### config.mk
export PLATFORM = sky130hd
export DESIGN_NAME = pwm_width_sequencer
export DESIGN_NICKNAME = d
export VERILOG_FILES = /design/src/rtl/pwm_pkg.sv /design/src/rtl/pwm_width_sequencer_width_table.sv /design/src/rtl/pwm_width_sequencer.sv
export SDC_FILE = /design/constraint.sdc
export NUM_CORES = 1
export LEC_CHECK = 0
export ABC_AREA = 1
export CORE_MARGIN = 5
export CORE_UTILIZATION = 43
export DETAILED_ROUTE_END_ITERATION = 6
export SYNTH_ARGS = -nofsm -noshare
export SYNTH_HDL_FRONTEND = slang
export SYNTH_SLANG_ARGS = --single-unit
### constraint.sdc
create_clock -name clk -period 6.75 [get_ports clk]
set_clock_uncertainty 0.15 [all_clocks]
set_input_delay 1.0125 -clock clk [delete_from_list [all_inputs] [get_ports clk]]
set_output_delay 1.0125 -clock clk [all_outputs]
set_load 0.01 [all_outputs]
### src/rtl/pwm_pkg.sv
// Constants and state type shared between the width sequencer and the PWM stage.
package pwm_pkg;

  localparam int W_WIDTH = 13;
  localparam int W_MAX   = 8191;

  typedef enum logic {
    IDLE = 1'b0,
    RUN  = 1'b1
  } state_e;

endpackage

### src/rtl/pwm_width_sequencer_width_table.sv
// Pulse-width table: clamped synchronous write, asynchronous read, async active-low clear.
module width_table #(
  parameter int W_WIDTH = pwm_pkg::W_WIDTH,
  parameter int DEPTH   = 8,
  parameter int ADDR_W  = 3,
  parameter int W_MAX   = pwm_pkg::W_MAX
) (
  input  logic              clk,
  input  logic              rst_n,
  input  logic              we_i,
  input  logic [ADDR_W-1:0] waddr_i,
  input  logic [W_WIDTH-1:0] wdata_i,
  input  logic [ADDR_W-1:0] raddr_i,
  output logic [W_WIDTH-1:0] rdata_o
);

  localparam logic [W_WIDTH-1:0] W_MAX_L = W_WIDTH'(W_MAX);

  logic [W_WIDTH-1:0] mem_q [DEPTH];
  logic [W_WIDTH-1:0] wclamp;

  assign wclamp = (wdata_i > W_MAX_L) ? W_MAX_L : wdata_i;

  always_ff @(posedge clk or negedge rst_n) begin
    if (!rst_n) begin
      for (int i = 0; i < DEPTH; i++) mem_q[i] <= '0;
    end else if (we_i) begin
      for (int i = 0; i < DEPTH; i++) begin
        if (waddr_i == ADDR_W'(i)) mem_q[i] <= wclamp;
      end
    end
  end

  // Decoded read keeps the index width independent of DEPTH.
  always_comb begin
    rdata_o = '0;
    for (int i = 0; i < DEPTH; i++) begin
      if (raddr_i == ADDR_W'(i)) rdata_o = mem_q[i];
    end
  end

endmodule

### src/rtl/pwm_width_sequencer.sv
// Steps through the width table one entry per PWM period, one-shot or looping.
// state | meaning
// IDLE  | table writable, W parked at 0, waiting for start
// RUN   | presenting table[idx]; advances on period_end, ends on stop or last entry
module pwm_width_sequencer #(
  parameter int W_WIDTH = pwm_pkg::W_WIDTH,
  parameter int DEPTH   = 8,
  parameter int ADDR_W  = 3,
  parameter int W_MAX   = pwm_pkg::W_MAX
) (
  input  logic               clk,
  input  logic               reset,
  input  logic               en,
  input  logic               wr_en,
  input  logic [ADDR_W-1:0]  wr_addr,
  input  logic [W_WIDTH-1:0] wr_data,
  input  logic [ADDR_W:0]    seq_len,
  input  logic               loop,
  input  logic               start,
  input  logic               stop,
  input  logic               period_end,
  output logic [W_WIDTH-1:0] W,
  output logic               W_valid,
  output logic [ADDR_W-1:0]  idx,
  output logic               busy,
  output logic               done,
  output logic               wr_rej
);
  import pwm_pkg::*;

  localparam logic [ADDR_W:0] LEN_ONE = (ADDR_W+1)'(1);
  localparam logic [ADDR_W:0] DEPTH_L = (ADDR_W+1)'(DEPTH);

  state_e              state_q, state_d;
  logic [W_WIDTH-1:0]  w_q, w_d;
  logic                valid_q, valid_d;
  logic [ADDR_W-1:0]   idx_q, idx_d;
  logic [ADDR_W:0]     len_q, len_d;
  logic                loop_q, loop_d;
  logic                pend_q, pend_d;
  logic                done_q, done_d;
  logic                rej_q, rej_d;

  logic                tbl_we;
  logic [ADDR_W-1:0]   rd_addr;
  logic [W_WIDTH-1:0]  rd_data;
  logic [ADDR_W-1:0]   idx_nxt;
  logic                last, addr_ok, len_ok;

  width_table #(
    .W_WIDTH(W_WIDTH), .DEPTH(DEPTH), .ADDR_W(ADDR_W), .W_MAX(W_MAX)
  ) u_table (
    .clk    (clk),
    .rst_n  (reset),
    .we_i   (tbl_we),
    .waddr_i(wr_addr),
    .wdata_i(wr_data),
    .raddr_i(rd_addr),
    .rdata_o(rd_data)
  );

  assign idx_nxt = idx_q + ADDR_W'(1);
  assign last    = ({1'b0, idx_q} + LEN_ONE) >= len_q;
  assign addr_ok = {1'b0, wr_addr} < DEPTH_L;
  assign len_ok  = (seq_len >= LEN_ONE) && (seq_len <= DEPTH_L);
  // Read port pre-selects whatever entry the next boundary would present.
  assign rd_addr = (state_q == RUN && !last) ? idx_nxt : '0;

  always_ff @(posedge clk or negedge reset) begin
    if (!reset) begin
      state_q <= IDLE;
      w_q     <= '0;
      valid_q <= 1'b0;
      idx_q   <= '0;
      len_q   <= '0;
      loop_q  <= 1'b0;
      pend_q  <= 1'b0;
      done_q  <= 1'b0;
      rej_q   <= 1'b0;
    end else begin
      state_q <= state_d;
      w_q     <= w_d;
      valid_q <= valid_d;
      idx_q   <= idx_d;
      len_q   <= len_d;
      loop_q  <= loop_d;
      pend_q  <= pend_d;
      done_q  <= done_d;
      rej_q   <= rej_d;
    end
  end

  always_comb begin
    state_d = state_q;
    w_d     = w_q;
    valid_d = valid_q;
    idx_d   = idx_q;
    len_d   = len_q;
    loop_d  = loop_q;
    pend_d  = pend_q;
    done_d  = 1'b0;
    rej_d   = 1'b0;
    tbl_we  = 1'b0;
    if (en) begin
      unique case (state_q)
        IDLE: begin
          if (wr_en) begin
            if (addr_ok) tbl_we = 1'b1;
            else         rej_d  = 1'b1;
          end
          if (start && len_ok) begin
            state_d = RUN;
            len_d   = seq_len;
            loop_d  = loop;
            w_d     = rd_data;
            valid_d = 1'b1;
            idx_d   = '0;
            pend_d  = 1'b0;
          end
        end
        RUN: begin
          rej_d = wr_en;
          if (stop) pend_d = 1'b1;
          if (period_end) begin
            if (pend_q || stop || (last && !loop_q)) begin
              state_d = IDLE;
              w_d     = '0;
              valid_d = 1'b0;
              idx_d   = '0;
              pend_d  = 1'b0;
              done_d  = 1'b1;
            end else begin
              idx_d = last ? '0 : idx_nxt;
              w_d   = rd_data;
            end
          end
        end
      endcase
    end
  end

  always_comb begin
    W       = w_q;
    W_valid = valid_q;
    idx     = idx_q;
    busy    = (state_q == RUN);
    done    = done_q & en;
    wr_rej  = rej_q & en;
  end

endmodule

* Yosys cells after proc, flatten, opt, wreduce, memory -nomap -nowiden
Index checks and enable logic that the tools add are counted.
** Operators by class
- $add $sub $neg :: 2
- $lt $le $gt $ge :: 4
- Eq/ne operators :: 17
- Multiplexer cells :: 41
- Bitwise operators :: 3
- Reductions and logical operators :: 22
** Operators with widths (number)
- $mux 13 :: 12
- $pmux 13 s2 :: 1
- $eq 3x3->1 const B :: 8
- $mux 1 :: 18
- $reduce_and 2->1 :: 9
- $mux 3 :: 5
- $gt 13x13->1 const B :: 1
- $eq 3x2->1 const B :: 4
- $pmux 1 s2 :: 4
- $eq 3x1->1 const B :: 2
- $logic_not 3->1 :: 2
- $pmux 3 s2 :: 1
- $reduce_and 3->1 :: 2
- $add 3x1->4 const B :: 1
- $ge 4x1->1 const B :: 1
- $ge 4x4->1 :: 1
- $le 4x4->1 const B :: 1
- $logic_and 1x1->1 :: 4
- $ne 2x2->1 const B :: 2
- $reduce_and 4->1 :: 1
- $add 3x1->3 const B :: 1
- $and 1x1->1 :: 2
- $logic_not 1->1 :: 2
- $logic_or 1x1->1 :: 2
- other kinds (2) :: 2
** Word-level totals
- Register bits :: 130
- Input port bits :: 28
- Output and inout port bits :: 20
- Logic and storage cells :: 106

* Depth between registers and ports, before layout
Gate-level depths: netlist of the first run.
- Depth after elaboration :: 17
- Gate-level depth with buffers :: 19
- Gate-level depth less buffers :: 17

* Cells and area by module
A second synthesis of the first run with hierarchy kept.
** Unflattened totals
- Cells, all modules :: 727
- Area total of the unflattened synthesis :: 5962.0 um^2
** Modules (own cells, without submodules)
- width_table :: times used 1, cells each 540, area each 4598.2 um^2, sequential area each 2602.5 um^2
- pwm_width_sequencer :: times used 1, cells each 187, area each 1363.8 um^2, sequential area each 650.6 um^2

* Least setup slack after synthesis of the first run
No wires, ideal clock.
- Kind :: register to register
- Start :: register idx_q[0] (netlist: idx[0])
- End :: register w_q[12] (netlist: W[12])
- Setup time :: 0.116 ns
- Arrival :: 2.436 ns
- Required time :: 6.484 ns
- Setup slack :: 4.047 ns
- Stages on the path, launching flop included :: 17
- Path buffers :: 1
- Clock period less this slack :: 2.703 ns
- Path through :: dfrtp_1 -> ha_1 -> xor2_2 -> ha_1 -> nand2_1 -> inv_2 -> nand2_1 -> nand4_4 -> nor2_4 -> nand2_2 -> nor2_4 -> buf_4 -> nand2_1 -> nand2_1 -> inv_2 -> nand2_1 -> nand2_1
** On the way
- Longest elaborated chain between the ends :: 17
- Elaborated cells between the ends (all ways) :: 28
- Classes of those cells :: 2 x add/sub; 1 x order compare; 7 x eq/ne; 13 x mux; 5 x reduce/logical
** RTL lines
- from (decl) :: RTL line pwm_width_sequencer.sv:37 : logic [ADDR_W-1:0] idx_q, idx_d;
- from (signal assigned) :: RTL line pwm_width_sequencer.sv:84 : idx_q <= idx_d;
- $add 3x1->4 :: RTL line pwm_width_sequencer.sv:63 : assign last = ({1'b0, idx_q} + LEN_ONE) >= len_q;
- $ge 4x4->1 :: RTL line pwm_width_sequencer.sv:63
- $logic_not 1->1 :: RTL line pwm_width_sequencer.sv:67 : assign rd_addr = (state_q == RUN && !last) ? idx_nxt : '0;
- $logic_and 1x1->1 :: RTL line pwm_width_sequencer.sv:67
- $mux 3 :: RTL line pwm_width_sequencer.sv:67
- $logic_not 3->1 :: RTL line pwm_width_sequencer_width_table.sv:38 : if (raddr_i == ADDR_W'(i)) rdata_o = mem_q[i];
- $mux 13 (8 in a row) :: RTL line pwm_width_sequencer_width_table.sv:38
- $mux 13 :: RTL line pwm_width_sequencer.sv:125 : if (pend_q || stop || (last && !loop_q)) begin
- $mux 13 :: RTL line pwm_width_sequencer.sv:124 : if (period_end) begin
- $pmux 13 s2 * :: RTL line pwm_width_sequencer.sv:105 : unique case (state_q)
- to (signal assigned) :: RTL line pwm_width_sequencer.sv:82 : w_q <= w_d;
- to (decl) :: RTL line pwm_width_sequencer.sv:35 : logic [W_WIDTH-1:0] w_q, w_d;
Mark *: on every way between the ends. The rest lies on a longest branch, timed or not. The select of a mux whose other input is x is not followed.
A chain may end at the register's enable or synchronous reset.

* Worst setup path after layout of the first run
- Start :: register idx_q[0] (netlist: idx[0])
- End :: register w_q[1] (netlist: W[1])
Same word-level chain as after synthesis.

==> summary.md, run 1 <==
| Metric | Value |
|---|---|
| Initial antenna violation count | 0 |
| Post-Route WL | around 16 mm |
| GRT Overall Usage | 0.1985 |
| Reg2reg setup slack | a little over 3000 ps |
| DP HPWL | 10.52 mm |
| Seq/Total Area, Yosys | 0.5331 |
| Synth Net Count | 784 |
| Pin slew with the least headroom to its limit | ~1300 ps |
| Switching pwr | between 1 and 1.5 mW |
| CTS Buffer Depth | 2 |
| # hold bufs at CTS | 0 |
| Initial Utilization | 0.4396 |
| Leakage | about 3.5 nW |
| Full die area | 0.01667 mm2 |
| CP Max Fanout | 21 |
| Outcome | finished clean |
| CP endpoint kind | flop |
| Pint | 2.100 mW |
| Reg2reg end | W[1] |
| PortBufs | between 40 and 50 |
| Synth cell types | 32 |
| Worst min-delay path class | flop to flop |
| Setup WS pre-CTS | 3086 ps |
| Setup TNS | 0 ps |
| Tot Pwr | 3.288 mW |
| Routed via count | 5062 |
| Worst setup margin | slightly above 3000 ps |
| Logic pwr share | 0.330 |
| Antenna-violating nets left | 0 |
| First-pass GRT wire length | 26.00 mm |
| Vias per inst | a little over 5 |
| Fraction of layout cells with a size suffix above 1 | 0.06391 |
| Final setup fails | 0 |
| CP Capture Point | W[1] |
| Yosys reg bits | 130 |
| Mapped Cells | 751 |
| Die Wd | 129.1 um |
| Synth area leaders | dfrtp_1 (53%), nand2_1 (12%), o21ai_0 (5.7%) |
| DR WL/cell | 15.95 um |
| Area fraction of the dominant cell type after synthesis | 0.5331 |
| Reg2reg path depth | 16 |
| # IOs | 48 |
| Layout net count | between 800 and 900 |
| Core Box Area | 0.01388 mm2 |
| Final Hold Fails | 0 |
| CTS H-tree depth | 4 |
| Cts repair resizes | 0 |
| Layout Utilization | 0.5207 |
| Fmax | 0.2695 GHz |
| Setup bufs post-CTS | 0 |
| Largest net degree at the start of global routing | 75 |
| CP Data Required Time | 6900 ps |
| Netlist Area Pre-Place | about 0.0061 mm2 |
| First-pass DRT Iterations | 5 |
| Cell Rows | 43 |
| DRC | 0 |
| CTS sink cnt | 130 |
| CTS tree | done |
| Worst vdd ir | 0.2240 mV |
| Chip Height | 129.1 um |
| Syn avg cell area | between 8 and 9 um2 |
| RSZ-0062 raised after global routing | false |
| RR Startpoint | idx[0] |
| Crit start category | flop |
| Initial DRC Count | 500 |
| Area grow syn2layout | 18.45% |
| Tcrit/Tclk final | 0.5496 |
| Grt ovf | 0 |
| CP arrival | 3860 ps |
| Routability cong. | 0.8140 |
| Part of the power in registers | 0.394 |
| Clock Power Share | 0.276 |
| Vias in the first global route | 4928 |
| Switch share | 0.3615 |
| WS Path Type | flop to flop |
| Final slew viol count | 0 |
| Pwr/cell area | around 450 mW/mm2 |
| Minimum clock period | 3710 ps |
| Max-Cap Viols | 0 |
| Skew-Pair Late Insertion Delay | 410 ps |
| Antenna Cells | 0 |
| Cell accounting for the most synthesized area | dfrtp_1 |
| Yosys warns | 0 |
| Rel. slew slack | 0.1398 |
| Clock Root Buffer | clkbuf_16 |
| Critical Path Start | idx[0] |
| CTS clock-pin slew for the worst setup and hold paths | 50 ps |
| CTS buffer count | 17 |
==> power groups by stage <==
| stage | clock, mW | sequential [mW] | combinational [mW] |
|---|---|---|---|
| 5_1_grt | 0.956 | 1.34 | 1.24 |
| 3_5_place_dp | 0 | 1.30 | 1.09 |
| 6_report | 0.908 | 1.29 | 1.09 |
| 4_1_cts | 0.920 | 1.29 | 1.10 |
| 2_1_floorplan | 0 | 1.26 | 0.755 |
| 3_3_place_gp | 0 | 1.29 | 1.06 |
==> cells in the mapped netlist <==
library cell / n
nor4_4: 1
nor3_2: 1
nand3_1: 29
nand4_4: 1
nand2_1: 202
inv_1: 86
clkbuf_1: 16
dfrtp_1: 130
nor3_4: 1
o31ai_1: 1
a21oi_2: 1
a21oi_1: 55
buf_4: 5
nor2_1: 76
xor2_2: 1
or2_2: 1
nand4_1: 29
o211ai_1: 6
nand3_2: 1
inv_2: 3
ha_1: 5
nor2_4: 4
o2111ai_1: 1
nor2_2: 5
nor3_1: 2
buf_6: 1
nand2_2: 2
o21ai_0: 69
buf_2: 10
o22ai_1: 3
clkinv_1: 2
inv_4: 1
==> per-layer routing <==
metal  global-route usage  vias to the layer above  part of all wire
li1                     -                     2474                 -
met1               0.2602                     2454              0.45
met2               0.3293                      113              0.48
met3              0.04699                       21             0.049
met4              0.05930                        0             0.018
met5                    0                        -                 0
==> per-stage QoR <==
step           hold slack [ps]  cells  area, um2
6_report                 328.4    978       7228
5_1_grt                  348.0    978       7228
4_1_cts                  334.4    978       7228
3_5_place_dp             319.0    948       6651
2_1_floorplan            303.0    751       6102
3_3_place_gp             314.4    948       6651
==> critical path, cell delays in order, from the launching register on <==
cell and delay, ps:
dfrtp_1 640, ha_1 290, xor2_2 340, ha_1 310, nand2_1 70, inv_2 40
nand2_1 90, nand4_4 160, nor2_1 120, buf_4 280, inv_1 130, nor3_4 560
nand2_1 120, nand2_1 110, nand2_1 60, nand2_1 60, nand2_1 40
==> logic make-up (layout without fill, tap and decap cells) <==
| group | Yosys count | after routing | share of synthesized area |
|---|---|---|---|
| DFF | 130 | 130 | 0.5331 |
| xor gates and xnor gates | 1 | 1 | 0.002666 |
| adders and majority gates | 5 | 5 | 0.01025 |
| and+or+nand+nor | 355 | 355 | 0.2547 |
| AOI/OAI and AO/OA | 136 | 136 | 0.1163 |
| buffers and inverters | 124 | 171 | 0.08305 |
==> state kept, by name, indices dropped and copies added, names as in the netlist <==
name,cells
W,13
rej_q,1
idx,3
pend_q,1
loop_q,1
len_q,4
u_table.mem_q,104
W_valid,1
done_q,1
busy,1
==> area by class of cell <==
type / instances / area (um2)
Fill cell: 1290 / 6653
Timing Repair Buffer: 49 / 483.0
Sequential cell: 130 / 3253
Multi-Input combinational cell: 497 / 2342
Clock inverter: 6 / 105.1
Inverter: 92 / 347.8
Tap cell: 180 / 225.2
Clock buffer: 24 / 471.7
==> worst min path at each step <==
stage / startpoint / to / slack, ps / depth (start not counted)
after floorplan: len_q[1] / len_q[1] / 300 / 2
after global placement: W[6] / W[6] / 310 / 2
after detailed placement: W[11] / W[11] / 320 / 2
after CTS: W[11] / W[11] / 330 / 2
after global routing: u_table.mem_q[96] / u_table.mem_q[96] / 350 / 2
final: W[11] / W[11] / 330 / 2
==> cell usage in the layout, fill, tap and decap left out, types with 3 or more instances in the layout <==
cell	count
nand2_1	202
dfrtp_1	130
inv_1	86
nor2_1	76
o21ai_0	69
a21oi_1	55
clkdlybuf4s50_1	46
nand3_1	29
nand4_1	29
clkbuf_16	17
o211ai_1	6
nor2_2	5
ha_1	5
clkbuf_1	5
nor2_4	4
inv_2	3
o22ai_1	3
bufinv_16	3
clkinv_2	3
buf_4	3
Note: power is estimated with default switching activity, not from simulation.
==> inputs of run 2 (changes only) <==
==> constraint.sdc (replaced) <==
create_clock -name clk -period 3.2 [get_ports clk]
set_clock_uncertainty 0.15 [all_clocks]
set_input_delay 0.48 -clock clk [delete_from_list [all_inputs] [get_ports clk]]
set_output_delay 0.48 -clock clk [all_outputs]
set_load 0.01 [all_outputs]
==> run 2 against run 1 <==
Core utilization increased by 1.2 points. The flow now finishes with violations (hold timing). Combinational power increased by 120%. Highest routed layer unchanged. Total power increased by 110%. Non-clock buffer count increased by 17. Worst hold slack got worse by 340 ps. Routed wire length increased by 3.2%. Clock power increased by 110%. Register-to-register slack got worse by 2800 ps. Largest power group unchanged. Design area increased by 2.4%.
==> summary.md, run 2 (synthesized netlist as in run 1, its figures left out) <==
| Metric | Value |
|---|---|
| Initial DRC Count | 380 (-24%) |
| Switch share | 0.3689 (+0.007349) |
| Pwr/cell area | 955.2 mW/mm2 (+110%) |
| Crit path cell chain | inv_1 > nor3_1 > ha_1 > a21oi_2 > nand4_4 > nor2_1 > buf_4 > inv_1 > nor3_4 > buf_4 > nand2_1 > nand2_1 > nand2_1 > nand2_1 > nand2_1 |
| Logic pwr share | 0.343 (+0.013) |
| Clock Power Share | 0.273 (-0.003) |
| First-pass DRT Iterations | 5 (unchanged) |
| Fmax | 0.3334 GHz (+24%) |
| Max-Cap Viols | 0 (unchanged) |
| Minimum clock period | 2999 ps (-710.7 ps) |
| Crit path max-delay family | simple AND/OR/NAND/NOR gates |
| Slowest CP cell | dfrtp_1 |
| Finished Cell Area | 0.007401 mm2 (+2.4%) |
| Routed via count | 5163 (+2.0%) |
| Tcrit/Tclk final | 0.9373 (+0.3877) |
| Worst setup margin | 200.6 ps (-2839 ps) |
| Setup WS pre-CTS | 158.3 ps (-2928 ps) |
| Switching pwr | 2.608 mW (+120%) |
| Pint | 4.462 mW (+110%) |
| CTS clock-pin slew for the worst setup and hold paths | 60 ps (about the same) |
| Pin slew with the least headroom to its limit | 838.8 ps (-450.2 ps) |
| DR WL/cell | 16.14 um (+1.2%) |
| Vias in the first global route | 5317 (+7.9%) |
| Routability cong. | 0.8307 (+2.1%) |
| # hold bufs at CTS | 0 (unchanged) |
| Final slew viol count | 0 (unchanged) |
| CP max stage delay | 430 ps (-210 ps) |
| Area grow syn2layout | 21.28% |
| Final Hold Fails | 8 (+8) |
| GRT Overall Usage | 0.2053 (+0.006760) |
| CTS sink cnt | 130 (unchanged) |
| PortBufs | 47 (unchanged) |
| Setup bufs post-CTS | 0 (unchanged) |
| DRC | 0 (unchanged) |
| Cts repair resizes | 0 (unchanged) |
| Skew-Pair Late Insertion Delay | 420 ps (about the same) |
| Most frequent cells in the layout | nand2_1 (202), dfrtp_1 (130), inv_1 (86), nor2_1 (76), o21ai_0 (69) |
| CTS buffer count | 17 (unchanged) |
| Placed inst area | 0.006804 mm2 (+2.3%) |
| Setup TNS | 0 ps (unchanged) |
| Final setup fails | 0 (unchanged) |
| Largest reg by FF count | u_table.mem_q |
| Largest net degree at the start of global routing | 57 (-24%) |
| Part of the power in registers | 0.384 (-0.010) |
| Vias per inst | 5.179 (about the same) |
| Crit path buffers/inverters | 4 (+1) |
| Core Box Area | 0.01388 mm2 (unchanged) |
| Leakage | 3.596 nW (+3.0%) |
| Layout Utilization | 0.5332 (+0.01244) |
| CP Data Required Time | 3360 ps (-3540 ps) |
| CP endpoint kind | flop |
| CTS H-tree depth | 4 (unchanged) |
| CTS tree | done |
| Failing checks | hold timing |
| CP dominant cell by count | nand2_1 |
| Rel. slew slack | 0.4395 (+0.2996) |
| WS Path Type | flop to flop |
| First-pass GRT wire length | 26.66 mm (+2.5%) |
| Grt ovf | 0 (unchanged) |
| Cell Rows | 43 (unchanged) |
| Chip Height | 129.1 um (unchanged) |
| Worst vdd ir | 0.4506 mV (+100%) |
| # IOs | 48 (unchanged) |
| Die Wd | 129.1 um (unchanged) |
| Antenna Cells | 0 (unchanged) |
| Commonest non-fill, non-tap cell in the layout | nand2_1 |
| Layout net count | 837 (+2.1%) |
| Outcome | finished, violations left |
| Fraction of layout cells with a size suffix above 1 | 0.09058 (+0.02667) |
| RSZ-0062 raised after global routing | false |
| Antenna-violating nets left | 0 (unchanged) |
| Initial antenna violation count | 0 (unchanged) |
| CP Max Fanout | 13 (-38%) |
| Full die area | 0.01667 mm2 (unchanged) |
| Reg2reg setup slack | 200 ps (-2840 ps) |
| Crit start category | flop |
| Tot Pwr | 7.069 mW (+110%) |
| CTS Buffer Depth | 2 (unchanged) |
| Worst min-delay path class | input port to async pin |
| DP HPWL | 10.73 mm (+2.0%) |
| WHS | -11.02 ps (-339.4 ps) |
| CP arrival | 3160 ps (-700 ps) |
| Max FFs per register | 104 (unchanged) |
| Initial Utilization | 0.4396 (unchanged) |
| Clock Root Buffer | clkbuf_16 |
| Post-Route WL | 16.10 mm (+3.2%) |
## run 2: power groups by stage
stage	Combinational (mW)	Clock [mW]	Sequential [mW]
2_1_floorplan	1.59	0	2.67
3_3_place_gp	2.32	0	2.70
3_5_place_dp	2.40	0	2.73
4_1_cts	2.42	1.96	2.71
5_1_grt	2.77	2.03	2.80
6_report	2.42	1.93	2.72
## run 2: worst paths after layout
kind,start,end,cells after the start
worst min register to register,u_table.mem_q[57],u_table.mem_q[57],2
worst max register to register,idx[0],W[1],15
min in group clk,u_table.mem_q[57],u_table.mem_q[57],2
worst min-delay path,reset,len_q[2],1
worst max-delay path,idx[0],W[1],15
max in group asynchronous,reset,u_table.mem_q[55],2
## run 2: routing by layer
metal | routed length, um | track usage
met4 | 323 | 0.06733
met5 | 0 | 0
met2 | 7963 | 0.3540
met3 | 742 | 0.05029
met1 | 7066 | 0.2537
## run 2: cell type report
cell class,count,area (um2)
sequential,130,3253
tap,180,225.2
inverter,92,347.8
multi-input combinational,497,2349
timing repair buffer,66,635.6
clock inverter,10,106.4
fill,1284,6480
clock buffer,22,484.2
## run 2: worst register-to-register path: cells and delay by family, from the launching register on
family / cells / cell delay [ps]
compound gates: 1 / 250
fa+ha+maj: 1 / 310
flops: 1 / 430
simple gates: 9 / 1040
buf+inv: 4 / 700
## run 2: per-stage QoR
stage / cells / hold slack (ps)
6_report: 997 / -11.02
3_3_place_gp: 965 / 314.9
2_1_floorplan: 751 / 34.41
3_5_place_dp: 965 / 321.4
4_1_cts: 997 / 18.11
5_1_grt: 997 / 54.71
